**config.mk**
```make
export PLATFORM = sky130hd
export DESIGN_NAME = sd_cmd_host_flat
export DESIGN_NICKNAME = d
export VERILOG_FILES = /design/src/rtl/sd_cmd_host_if.sv /design/src/rtl/sd_cmd_host.sv /design/src/flat_wrapper.sv
export SDC_FILE = /design/constraint.sdc
export NUM_CORES = 1
export LEC_CHECK = 0
export CORE_MARGIN = 2
export CORE_UTILIZATION = 50
export CTS_CLUSTER_SIZE = 25
export DETAILED_ROUTE_END_ITERATION = 7
export PLACE_DENSITY = 0.83
export SLEW_MARGIN = 10
export SYNTH_ARGS = -nofsm -noshare
export SYNTH_HDL_FRONTEND = slang
export SYNTH_SLANG_ARGS = --single-unit
export TNS_END_PERCENT = 10
```
**constraint.sdc**
```tcl
create_clock -name SD_CLK -period 4.3 [get_ports SD_CLK]
set_clock_uncertainty 0.2 [all_clocks]
set_input_delay 1.075 -clock SD_CLK [delete_from_list [all_inputs] [get_ports SD_CLK]]
set_output_delay 1.075 -clock SD_CLK [all_outputs]
set_load 0.005 [all_outputs]
```
**src/rtl/sd_cmd_host_if.sv**
```systemverilog
// Command/response handshake between the SD init/read sequencers
// and the SPI-mode command engine.
interface sd_cmd_host_if;
  logic        cmd_start;
  logic [5:0]  cmd_index;
  logic [31:0] cmd_arg;
  logic        resp_long;
  logic        busy;
  logic        resp_valid;
  logic        resp_timeout;
  logic [39:0] resp_data;

  modport master (
    output cmd_start, cmd_index, cmd_arg, resp_long,
    input  busy, resp_valid, resp_timeout, resp_data
  );

  modport slave (
    input  cmd_start, cmd_index, cmd_arg, resp_long,
    output busy, resp_valid, resp_timeout, resp_data
  );
endinterface

```
**src/rtl/sd_cmd_host.sv**
```systemverilog
// SPI-mode SD host command engine: frames a command with CRC7,
// hunts for the card's response start bit and captures R1/R7.
module sd_cmd_host #(
  parameter int PRE_CYCLES  = 8,
  parameter int NCR_MAX     = 64,
  parameter int POST_CYCLES = 8
) (
  input  logic SD_CLK,
  input  logic rst,
  sd_cmd_host_if.slave bus,
  output logic SD_CS,
  output logic SD_OUT,
  input  logic SD_IN
);

  localparam int WW = $clog2(NCR_MAX + 1);

  typedef enum logic [2:0] {
    S_IDLE, S_PRE, S_SEND, S_WAIT,
    S_RECV, S_POST, S_DONE
  } state_t;

  state_t      state_q, state_d;
  logic [47:0] frame_q, frame_d;
  logic        long_q, long_d;
  logic        to_q, to_d;
  logic [5:0]  tx_q, tx_d;
  logic [5:0]  rx_q, rx_d;
  logic [WW-1:0] wait_q, wait_d;
  logic [39:0] data_q, data_d;
  logic [39:0] hdr;

  function automatic logic [6:0] crc7(
    input logic [39:0] m
  );
    logic [6:0] c;
    logic       fb;
    c = 7'h00;
    for (int i = 39; i >= 0; i--) begin
      fb = m[i] ^ c[6];
      c  = {c[5:0], 1'b0} ^ (fb ? 7'h09 : 7'h00);
    end
    return c;
  endfunction

  assign hdr = {2'b01, bus.cmd_index, bus.cmd_arg};

  always_comb begin
    state_d = state_q;
    frame_d = frame_q;
    long_d  = long_q;
    to_d    = to_q;
    tx_d    = tx_q;
    rx_d    = rx_q;
    wait_d  = wait_q;
    data_d  = data_q;
    unique case (state_q)
      S_IDLE: begin
        if (bus.cmd_start) begin
          frame_d = {hdr, crc7(hdr), 1'b1};
          long_d  = bus.resp_long;
          data_d  = '0;
          to_d    = 1'b0;
          tx_d    = '0;
          state_d = S_PRE;
        end
      end
      S_PRE: begin
        if (tx_q == 6'(PRE_CYCLES - 1)) begin
          tx_d    = '0;
          state_d = S_SEND;
        end else begin
          tx_d = tx_q + 6'd1;
        end
      end
      S_SEND: begin
        frame_d = {frame_q[46:0], 1'b1};
        if (tx_q == 6'd47) begin
          wait_d  = '0;
          state_d = S_WAIT;
        end else begin
          tx_d = tx_q + 6'd1;
        end
      end
      S_WAIT: begin
        if (!SD_IN) begin
          data_d  = {data_q[38:0], SD_IN};
          rx_d    = long_q ? 6'd38 : 6'd6;
          state_d = S_RECV;
        end else if (wait_q == WW'(NCR_MAX - 1)) begin
          to_d    = 1'b1;
          tx_d    = '0;
          state_d = S_POST;
        end else begin
          wait_d = wait_q + 1'b1;
        end
      end
      S_RECV: begin
        data_d = {data_q[38:0], SD_IN};
        if (rx_q == 6'd0) begin
          tx_d    = '0;
          state_d = S_POST;
        end else begin
          rx_d = rx_q - 6'd1;
        end
      end
      S_POST: begin
        if (tx_q == 6'(POST_CYCLES - 1)) begin
          state_d = S_DONE;
        end else begin
          tx_d = tx_q + 6'd1;
        end
      end
      S_DONE: state_d = S_IDLE;
      default: state_d = S_IDLE;
    endcase
  end

  always_ff @(posedge SD_CLK) begin
    if (rst) begin
      state_q <= S_IDLE;
      frame_q <= '0;
      long_q  <= 1'b0;
      to_q    <= 1'b0;
      tx_q    <= '0;
      rx_q    <= '0;
      wait_q  <= '0;
      data_q  <= '0;
    end else begin
      state_q <= state_d;
      frame_q <= frame_d;
      long_q  <= long_d;
      to_q    <= to_d;
      tx_q    <= tx_d;
      rx_q    <= rx_d;
      wait_q  <= wait_d;
      data_q  <= data_d;
    end
  end

  always_comb begin
    SD_CS  = (state_q == S_IDLE) ||
             (state_q == S_DONE);
    SD_OUT = (state_q == S_SEND) ? frame_q[47] : 1'b1;
  end

  assign bus.busy         = !SD_CS;
  assign bus.resp_valid   = (state_q == S_DONE) && !to_q;
  assign bus.resp_timeout = (state_q == S_DONE) && to_q;
  assign bus.resp_data    = data_q;

endmodule

```
**src/flat_wrapper.sv**
```systemverilog
// flat-port wrapper written by rule: the top's interface ports become plain ports
module sd_cmd_host_flat 
#(
  parameter int PRE_CYCLES  = 8,
  parameter int NCR_MAX     = 64,
  parameter int POST_CYCLES = 8
)
  (SD_CLK, rst, SD_CS, SD_OUT, SD_IN, bus_cmd_start, bus_cmd_index, bus_cmd_arg, bus_resp_long, bus_busy, bus_resp_valid, bus_resp_timeout, bus_resp_data);
  sd_cmd_host_if bus_i ();
  input  logic SD_CLK;
  input  logic rst;
  output logic SD_CS;
  output logic SD_OUT;
  input  logic SD_IN;
  input wire logic [$bits(bus_i.cmd_start)-1:0] bus_cmd_start;
  input wire logic [$bits(bus_i.cmd_index)-1:0] bus_cmd_index;
  input wire logic [$bits(bus_i.cmd_arg)-1:0] bus_cmd_arg;
  input wire logic [$bits(bus_i.resp_long)-1:0] bus_resp_long;
  output wire logic [$bits(bus_i.busy)-1:0] bus_busy;
  output wire logic [$bits(bus_i.resp_valid)-1:0] bus_resp_valid;
  output wire logic [$bits(bus_i.resp_timeout)-1:0] bus_resp_timeout;
  output wire logic [$bits(bus_i.resp_data)-1:0] bus_resp_data;
  assign bus_i.cmd_start = bus_cmd_start;
  assign bus_i.cmd_index = bus_cmd_index;
  assign bus_i.cmd_arg = bus_cmd_arg;
  assign bus_i.resp_long = bus_resp_long;
  assign bus_busy = bus_i.busy;
  assign bus_resp_valid = bus_i.resp_valid;
  assign bus_resp_timeout = bus_i.resp_timeout;
  assign bus_resp_data = bus_i.resp_data;
  sd_cmd_host #(.PRE_CYCLES(PRE_CYCLES), .NCR_MAX(NCR_MAX), .POST_CYCLES(POST_CYCLES)) u_core (.SD_CLK(SD_CLK), .rst(rst), .bus(bus_i), .SD_CS(SD_CS), .SD_OUT(SD_OUT), .SD_IN(SD_IN));
endmodule
```
Word level (Yosys, flattened, before mapping). Index checks and enable logic that the tools add are counted.

Output and inout bits: 45. Input bits: 43. Logic and storage cells: 201. Register bits: 112.

Equality and inequality tests: 22. Add/subtract/negate cells: 3. Bitwise operators: 75. Reduce and logical (&&, ||, !) cells: 21. Mux-type cells: 72.

Operator list (count): bitwise XOR 7 bit (37); 2-to-1 mux 4 bit (38); case mux 40 bit (3 select lines) (1); case mux 48 bit (2 select lines) (1); 2-to-1 mux 40 bit (2); 2-to-1 mux 6 bit (10); 2-to-1 mux 48 bit (1); case mux 6 bit (6 select lines) (1); bitwise XOR 1 bit (36); 2-to-1 mux 3 bit (7); 2-to-1 mux 7 bit (3); case mux 3 bit (6 select lines) (1); inequality test 2 bit (second input constant) (7); case mux 7 bit (2 select lines) (1); case mux 6 bit (2 select lines) (1); inequality test 2 x 1 -> 1 bit (second input constant) (5); equality test 3 bit (second input constant) (3); AND reduction 4 bit (2); nonzero test 2 bit (4); adder 7 x 1 -> 7 bit (second input constant) (1); equality test 7 x 6 -> 1 bit (second input constant) (1); AND reduction 7 bit (1); adder 6 x 1 -> 6 bit (second input constant) (1); equality test 3 x 2 -> 1 bit (second input constant) (2); 19 further kinds (26).

Longest topological paths before layout. Gate-level depths: netlist of run 1.

Depth after elaboration: 113. Depth in mapped cells: 9. Mapped depth without buffers: 8.

Worst setup path after synthesis of run 1. No wires, ideal clock.

Path type: input to register. Start: in bus_cmd_index[5]. End: reg u_core.frame_q[6]. Data required time: 3.969 ns. Data arrival time: 3.173 ns. Setup slack: 0.797 ns. Path buffers: 0. Setup time: 0.131 ns. Stages on the path: 7. Cell sequence: xor3_2 -> xnor3_1 -> xnor3_2 -> xnor3_1 -> xnor3_1 -> nand2_1 -> a21oi_2.

Cells in the longest elaborated chain, start to end: 56. Elaborated cells on any way between the ends: 80. Those cells by class: 23 x mux; 57 x bitwise.

RTL lines: start, declared (RTL line flat_wrapper.sv:16) `input wire logic [$bits(bus_i.cmd_index)-1:0] bus_cmd_index;`; 2-to-1 mux 4 bit (*) (RTL line sd_cmd_host.sv:41) `c = {c[5:0], 1'b0} ^ (fb ? 7'h09 : 7'h00);`; bitwise XOR 7 bit (*) (3 in a row) (RTL line sd_cmd_host.sv:41); bitwise XOR 1 bit or bitwise XOR 7 bit (tied branches) (RTL line sd_cmd_host.sv:40, sd_cmd_host.sv:41); 2-to-1 mux 4 bit or bitwise XOR 7 bit (tied branches) (RTL line sd_cmd_host.sv:41); bitwise XOR 7 bit (*) (4 in a row) (RTL line sd_cmd_host.sv:41); bitwise XOR 1 bit or bitwise XOR 7 bit (tied branches) (RTL line sd_cmd_host.sv:40, sd_cmd_host.sv:41); 2-to-1 mux 4 bit or bitwise XOR 7 bit (tied branches) (RTL line sd_cmd_host.sv:41); bitwise XOR 7 bit (*) (4 in a row) (RTL line sd_cmd_host.sv:41); (+24 left out); bitwise XOR 1 bit or bitwise XOR 7 bit (tied branches) (RTL line sd_cmd_host.sv:40, sd_cmd_host.sv:41); 2-to-1 mux 4 bit or bitwise XOR 7 bit (tied branches) (RTL line sd_cmd_host.sv:41); bitwise XOR 7 bit (*) (4 in a row) (RTL line sd_cmd_host.sv:41); bitwise XOR 1 bit or bitwise XOR 7 bit (tied branches) (RTL line sd_cmd_host.sv:40, sd_cmd_host.sv:41); 2-to-1 mux 4 bit or bitwise XOR 7 bit (tied branches) (RTL line sd_cmd_host.sv:41); bitwise XOR 7 bit (*) (6 in a row) (RTL line sd_cmd_host.sv:41); 2-to-1 mux 48 bit (*) (RTL line sd_cmd_host.sv:59) `if (bus.cmd_start) begin`; case mux 48 bit (2 select lines) (*) (RTL line sd_cmd_host.sv:57) `unique case (state_q)`; end signal, assigned (RTL line sd_cmd_host.sv:131) `frame_q <= frame_d;`; end, declared (RTL line sd_cmd_host.sv:24) `logic [47:0] frame_q, frame_d;`.

Every way passes the cells marked *; elsewhere a longest branch is shown, timed or not. The select of a mux whose other input is x is not followed. A chain may end at the register's enable or synchronous reset.

Worst setup path after layout of run 1.
Start: in bus_cmd_arg[26]. End: reg u_core.frame_q[6].

Cells in the longest elaborated chain, start to end: 43. Elaborated cells on any way between the ends: 49. Those cells by class: 12 x mux; 37 x bitwise.

RTL lines: start, declared (RTL line flat_wrapper.sv:17) `input wire logic [$bits(bus_i.cmd_arg)-1:0] bus_cmd_arg;`; bitwise XOR 1 bit (*) (RTL line sd_cmd_host.sv:40) `fb = m[i] ^ c[6];`; 2-to-1 mux 4 bit (*) (RTL line sd_cmd_host.sv:41); bitwise XOR 7 bit (*) (4 in a row) (RTL line sd_cmd_host.sv:41); bitwise XOR 1 bit (RTL line sd_cmd_host.sv:40); 2-to-1 mux 4 bit (RTL line sd_cmd_host.sv:41); bitwise XOR 7 bit (*) (4 in a row) (RTL line sd_cmd_host.sv:41); bitwise XOR 1 bit (RTL line sd_cmd_host.sv:40); 2-to-1 mux 4 bit (RTL line sd_cmd_host.sv:41); (+16 left out); bitwise XOR 1 bit (RTL line sd_cmd_host.sv:40); 2-to-1 mux 4 bit (RTL line sd_cmd_host.sv:41); bitwise XOR 7 bit (*) (4 in a row) (RTL line sd_cmd_host.sv:41); bitwise XOR 1 bit (RTL line sd_cmd_host.sv:40); 2-to-1 mux 4 bit (RTL line sd_cmd_host.sv:41); bitwise XOR 7 bit (*) (3 in a row) (RTL line sd_cmd_host.sv:41); 2-to-1 mux 48 bit (*) (RTL line sd_cmd_host.sv:59); case mux 48 bit (2 select lines) (*) (RTL line sd_cmd_host.sv:57).

Marked as above.

==> impl_metrics.yaml, run 1 <==
placement:
  place.detailed.hpwl_mm: 8.67
  numPortBuffers: 87
  gp_congestion: 0.932
  dpl-instance-area_sq_um: 6190
critical_path:
  cp_slowest_stage_delay_ps: 540
  reg2reg_slack_ps: 1290
  crit_slowest_cell: "clkdlybuf4s50_1"
  reg2reg_to: "u_core.tx_q[3]$_SDFFE_PP0P_"
  crit_required_ps: 4340
  cp_data_arrival_time_ps: 3850
  r2r.worst_path.cells: 8
  path_delay_family: "XOR/XNOR gates"
  path_buf_inv: 1
  setup.worst_path.start_class: "input port"
  crit_type: "input port to register"
  worstSetupStartpoint: "bus_cmd_arg[26]"
  crit_path_end_kind: "register"
  worstPathMaxFanout: 3
  cp_cell_sequence: "clkdlybuf4s50_1 > xor2_1 > xnor3_1 > xnor3_2 > xnor3_1 > xnor3_1 > nand2_1 > a21oi_2"
  cp_common_cell: "xnor3_1"
  worstReg2RegStart: "u_core.wait_q[0]$_SDFFE_PP0P_"
global_routing:
  grt_max_degree: 89
  antenna_found_initial: 0
  grt_pass1_vias: 4145
  grt.total_usage: 0.220
  grt_pass1_wl_mm: 20.3
  grt_overflow: 0
cts:
  clock_path_buffers: 2
  cts_buffers: 9
  cts_setup_buffers: 0
  clk_pin_slew_ps: 110
  cts.sinks: 112
  cts_resized: 0
  cts_hold_buf: 0
  clk-insertion-delay-late_ps: 380
  cts_tree: "done"
  clock-root-buffer: "clkbuf_8"
  ctsHtreeMaxLevel: 3
synthesis:
  synthFlopType: "dfxtp_1"
  yosysWarnings: 0
  syn_nets: 627
  synthCells: 580
  avgSynthCellArea_sq_um: 9.03
  synth_common_cells: "112 x dfxtp_1, 109 x nor2_1, 49 x a22oi_1, 44 x o22ai_1, 42 x nor3_1"
  synth_area_leaders: "dfxtp_1 43%, nor2_1 7.8%, a22oi_1 7.0%, xnor3_1 6.5%, xnor2_1 6.2%"
  yosysSeqAreaShare: 0.428
  async_reset_ff_frac: 0
  synth-edff-count: 0
  ys_ff_latch: 112
  synth_top_area_share: 0.428
  yosys.area.top_type: "dfxtp_1"
  synth.most_common_cell: "dfxtp_1"
  synthesis.area_sq_um: 5240
  synth_cell_types: 47
sta:
  post-route-period-util: 0.886
  whs_ps: 282
  relSlewSlack: 0.411
  fin_tns_setup_ps: 0
  drv_slew: 0
  setup_viol_count_final: 0
  hold_viol: 0
  min_period_ps: 3810
  rsz0062_at_grt: "no"
  fmax_mhz: 262
  tightest_slew_ps: 883
cells_and_area:
  multi_input_area_sq_um: 2840
  final_nets: 694
  syn2layout_area_growth_pct: 22.0
  final_cell_area_sq_um: 6390
  drive_gt1_frac: 0.0475
  antennaDiodeCount: 0
  seq_area_sq_um: 2240
  fillers: 836
pwr:
  pwr-share-clk: 0.246
  leakage_nw: 2.37
  seqPwrFrac: 0.440
  ir_drop_mv: 0.246
  power_per_cell_area_nw_per_um2: 403
  p_sw_uw: 780
  p_sw_frac: 0.303
  p_comb_frac: 0.315
  p_int_mw: 1.79
route:
  wl_per_cell_microns: 15.7
  drtAntennaViolNets: 0
  first_iter_violations: 319
  dr.pass1.iters: 7
  viasPerCell: 5.76
  vias: 4542
  drt-total-wl_mm: 12.3
  drc: 0
die:
  io_pins: 88
  initial_core_util: 0.512
  coreArea_sq_um: 10200
  die_h_microns: 106
  die_w_microns: 106
  dieArea_sq_um: 11300
  rows: 37
worst_hold_path:
  holdPathStages: 2
  worstHoldPathType: "register to register"
  hp-start: "u_core.tx_q[1]$_SDFFE_PP0P_"
  min_to: "u_core.tx_q[1]$_SDFFE_PP0P_"
outcome:
  status: "finished, final reports clean"
job:
  drv_cap: 0
[metrics by stage]
step / power, mW / setup slack, ps / utilization / cells
floorplan: 1.80 / 797 / - / 580
global placement: 1.93 / 172 / 0.605 / 772
detailed placement: 1.95 / 115 / 0.605 / 772
CTS: 2.58 / 521 / 0.625 / 788
global route: 2.70 / 410 / 0.625 / 788
finish: 2.57 / 489 / 0.625 / 788
[layout make-up]
cell class              instances  area share
repair buffers                 94       0.144
inverters                       6     0.00352
flip-flops and latches        112       0.351
clock inverters                 7      0.0117
multi-input cells             424       0.444
well taps                     136      0.0266
clock buffers                   9      0.0194
[state kept, by name (all words and copies together), names as in the netlist]
signal,count
u_core.frame_q,48
u_core.bus.resp_data,40
u_core.wait_q,7
u_core.rx_q,6
u_core.tx_q,6
u_core.state_q,3
u_core.long_q,1
u_core.to_q,1
[placed cells by master, fill, tap and decap left out, drive strengths merged, types with 4 or more instances in the layout]
cell and count:
clkbuf 9, a22oi 49, xnor3 16, nor3 43, clkdlybuf4s50 86, dfxtp 112
nor2b 6, inv 10, nand2b 5, o21ai 7, xnor2 37, o22ai 44
nor2 109, nand2 25, a21oi 20, xor2 16, buf 8, ha 4
or3b 4
[worst register-to-register path, stage by stage, from the launching register on]
cell and delay (ps):
dfxtp_1 430, ha_1 220, nand4_1 130, nor3b_1 600, a21oi_1 150, a211oi_1 250
o21ai_1 260, or4b_1 560, a21oi_1 140
[power groups by stage]
stage	Sequential, mW	Combinational, mW	Clock [mW]
floorplan	1.14	0.654	0
CTS	1.13	0.811	0.638
global route	1.14	0.868	0.691
global placement	1.15	0.782	0
detailed placement	1.15	0.800	0
finish	1.13	0.809	0.632
[kinds of logic (layout without fill, tap and decap cells)]
kind of cell,count (synthesis),count (layout),share of synthesized area
XOR/XNOR,72,72,0.172
multiplexers,2,2,0.00406
AO/OA/AOI/OAI,132,132,0.167
buffers and inverters,44,116,0.0315
flip-flops,112,112,0.428
AND/OR/NAND/NOR,214,214,0.188
adder cells (fa/ha/maj),4,4,0.00956
[routing by layer]
metal,up-vias,share of wire,global-route usage
met2,161,0.52,0.381
met1,2174,0.42,0.286
li1,2197,-,-
met5,-,0,0
met3,10,0.054,0.0399
met4,0,0.012,0.0526
[worst max path at each step]
| stage | end | slack (ps) | depth (start not counted) |
|---|---|---|---|
| after floorplan | u_core.frame_q[6]$_SDFFE_PP0P_ | 800 | 7 |
| after global placement | u_core.frame_q[6]$_SDFFE_PP0P_ | 170 | 8 |
| after detailed placement | u_core.frame_q[6]$_SDFFE_PP0P_ | 110 | 8 |
| after CTS | u_core.frame_q[6]$_SDFFE_PP0P_ | 520 | 8 |
| after global routing | u_core.frame_q[5]$_SDFFE_PP0P_ | 410 | 8 |
| final | u_core.frame_q[6]$_SDFFE_PP0P_ | 490 | 8 |
No activity file was read; power rests on OpenSTA's default activity.
==> run 2, diff against run 1 <==
- REMOVE_ABC_BUFFERS: unset -> 1
==> impl_metrics.yaml, run 2 (synthesis results as in run 1) <==
critical_path:
  worstReg2RegStart: "u_core.rx_q[2]$_SDFFE_PP0P_"
  cp_cell_sequence: "clkdlybuf4s50_1 > xor3_2 > xnor2_1 > xnor3_1 > xnor2_1 > xnor3_1 > xnor2_1 > o22ai_1"
  reg2reg_to: "u_core.tx_q[3]$_SDFFE_PP0P_"
  crit_path_end_kind: "register"
  crit_type: "input port to register"
  worstSetupStartpoint: "bus_cmd_index[5]"
  reg2reg_slack_ps: 1490
  crit_required_ps: 4310
  setup.worst_path.start_class: "input port"
  cp_common_cell: "xnor2_1"
  worstPathMaxFanout: 2
  crit_slowest_cell: "clkdlybuf4s50_1"
  cp_data_arrival_time_ps: 3910
  cp-endpoint: "u_core.frame_q[5]$_SDFFE_PP0P_"
  cp_slowest_stage_delay_ps: 500
  r2r.worst_path.cells: 7
global_routing:
  met2_usage: 0.378
  use_met1: 0.266
  met3_usage: 0.0503
  busiest_layer: "met2"
  grt_pass1_wl_mm: 19.9
  grt.total_usage: 0.218
  grt_overflow: 0
  grt_pass1_vias: 4278
  grt_max_degree: 111
  antenna_found_initial: 0
die:
  rows: 37
  die_w_microns: 106
  die_h_microns: 106
  initial_core_util: 0.512
  io_pins: 88
  coreArea_sq_um: 10200
  dieArea_sq_um: 11300
sta:
  min_period_ps: 3890
  post-route-period-util: 0.906
  drv_slew: 0
  fin_ws_ps: 406
  rsz0062_at_grt: "no"
  relSlewSlack: 0.287
  fin_tns_setup_ps: 0
  tightest_slew_ps: 1070
  hold_viol: 0
  whs_ps: 284
  fmax_mhz: 257
  setup_viol_count_final: 0
placement:
  pre_cts_ws_ps: 43.3
  dp.cells: 774
  place.detailed.hpwl_mm: 8.54
  gp_congestion: 0.992
  numPortBuffers: 87
  dpl-instance-area_sq_um: 6210
cts:
  cts_tree: "done"
  clock-root-buffer: "clkbuf_8"
  cts_resized: 0
  cts_buffers: 9
  ctsHtreeMaxLevel: 3
  clock_path_buffers: 2
  cts_setup_buffers: 0
  cts.sinks: 112
  cts_hold_buf: 0
  clk_pin_slew_ps: 110
  clk-insertion-delay-late_ps: 370
route:
  dr.pass1.iters: 5
  vias: 4519
  first_iter_violations: 327
  drc: 0
  viasPerCell: 5.72
  wl_per_cell_microns: 15.2
  drt-total-wl_mm: 12.0
  drtAntennaViolNets: 0
cells_and_area:
  layout_common_cells: "112 x dfxtp_1, 108 x nor2_1, 86 x clkdlybuf4s50_1, 49 x a22oi_1, 44 x o22ai_1"
  antennaDiodeCount: 0
  final_cells: 790
  largest_reg_flops: 48
  top_register: "u_core.frame_q"
  drive_gt1_frac: 0.0489
  final_cell_area_sq_um: 6400
  fin_util: 0.625
  final_nets: 696
  syn2layout_area_growth_pct: 22.2
  final_common_cell: "dfxtp_1"
pwr:
  fin_total_pwr_mw: 2.54
  power_per_cell_area_nw_per_um2: 397
  leakage_nw: 2.38
  ir_drop_mv: 0.254
job:
  drv_cap: 0
worst_hold_path:
  holdPathStages: 2
  worstHoldPathType: "register to register"
outcome:
  status: "finished, final reports clean"
run 2: changes by cell type in the layout (fill, tap and decap cells not counted):
cell        change
clkinv_4        +3
clkinvlp_4      -1
clkinv_8        -1
inv_8           +1
inv_6           -3
buf_4           +2
clkbuf_1        +1
run 2: worst min path at each step:
stage	startpoint	endpoint	slack [ps]
final	u_core.long_q$_SDFFE_PP0P_	u_core.long_q$_SDFFE_PP0P_	280
after global routing	u_core.long_q$_SDFFE_PP0P_	u_core.long_q$_SDFFE_PP0P_	300
after CTS	u_core.long_q$_SDFFE_PP0P_	u_core.long_q$_SDFFE_PP0P_	280
after detailed placement	u_core.long_q$_SDFFE_PP0P_	u_core.long_q$_SDFFE_PP0P_	260
after global placement	u_core.tx_q[1]$_SDFFE_PP0P_	u_core.tx_q[1]$_SDFFE_PP0P_	250
after floorplan	u_core.long_q$_SDFFE_PP0P_	u_core.long_q$_SDFFE_PP0P_	230
run 2: routing by layer:
layer  part of all wire  vias to the layer above
li1                   -                     2204
met1               0.43                     2145
met2               0.49                      149
met3              0.062                       21
met4              0.023                        0
met5                  0                        -
run 2: area by class of cell:
cell class,count,area (sq um)
inverters,6,22.5
clock inverters,6,62.6
clock buffers,10,128
multi-input cells,424,2840
repair buffers,96,936
flip-flops and latches,112,2240
fillers,845,3830
well taps,136,170
run 2: critical path, delay by kind of cell:
kind | cells | cell delay, ps
compound gates | 1 | 100
buf+inv | 1 | 500
xor+xnor | 6 | 2240
run 2: power breakdown:
part	switching, mW	internal [mW]
clock network	0.367	0.225
logic	0.350	0.466
registers	0.0344	1.10
total	0.751	1.79
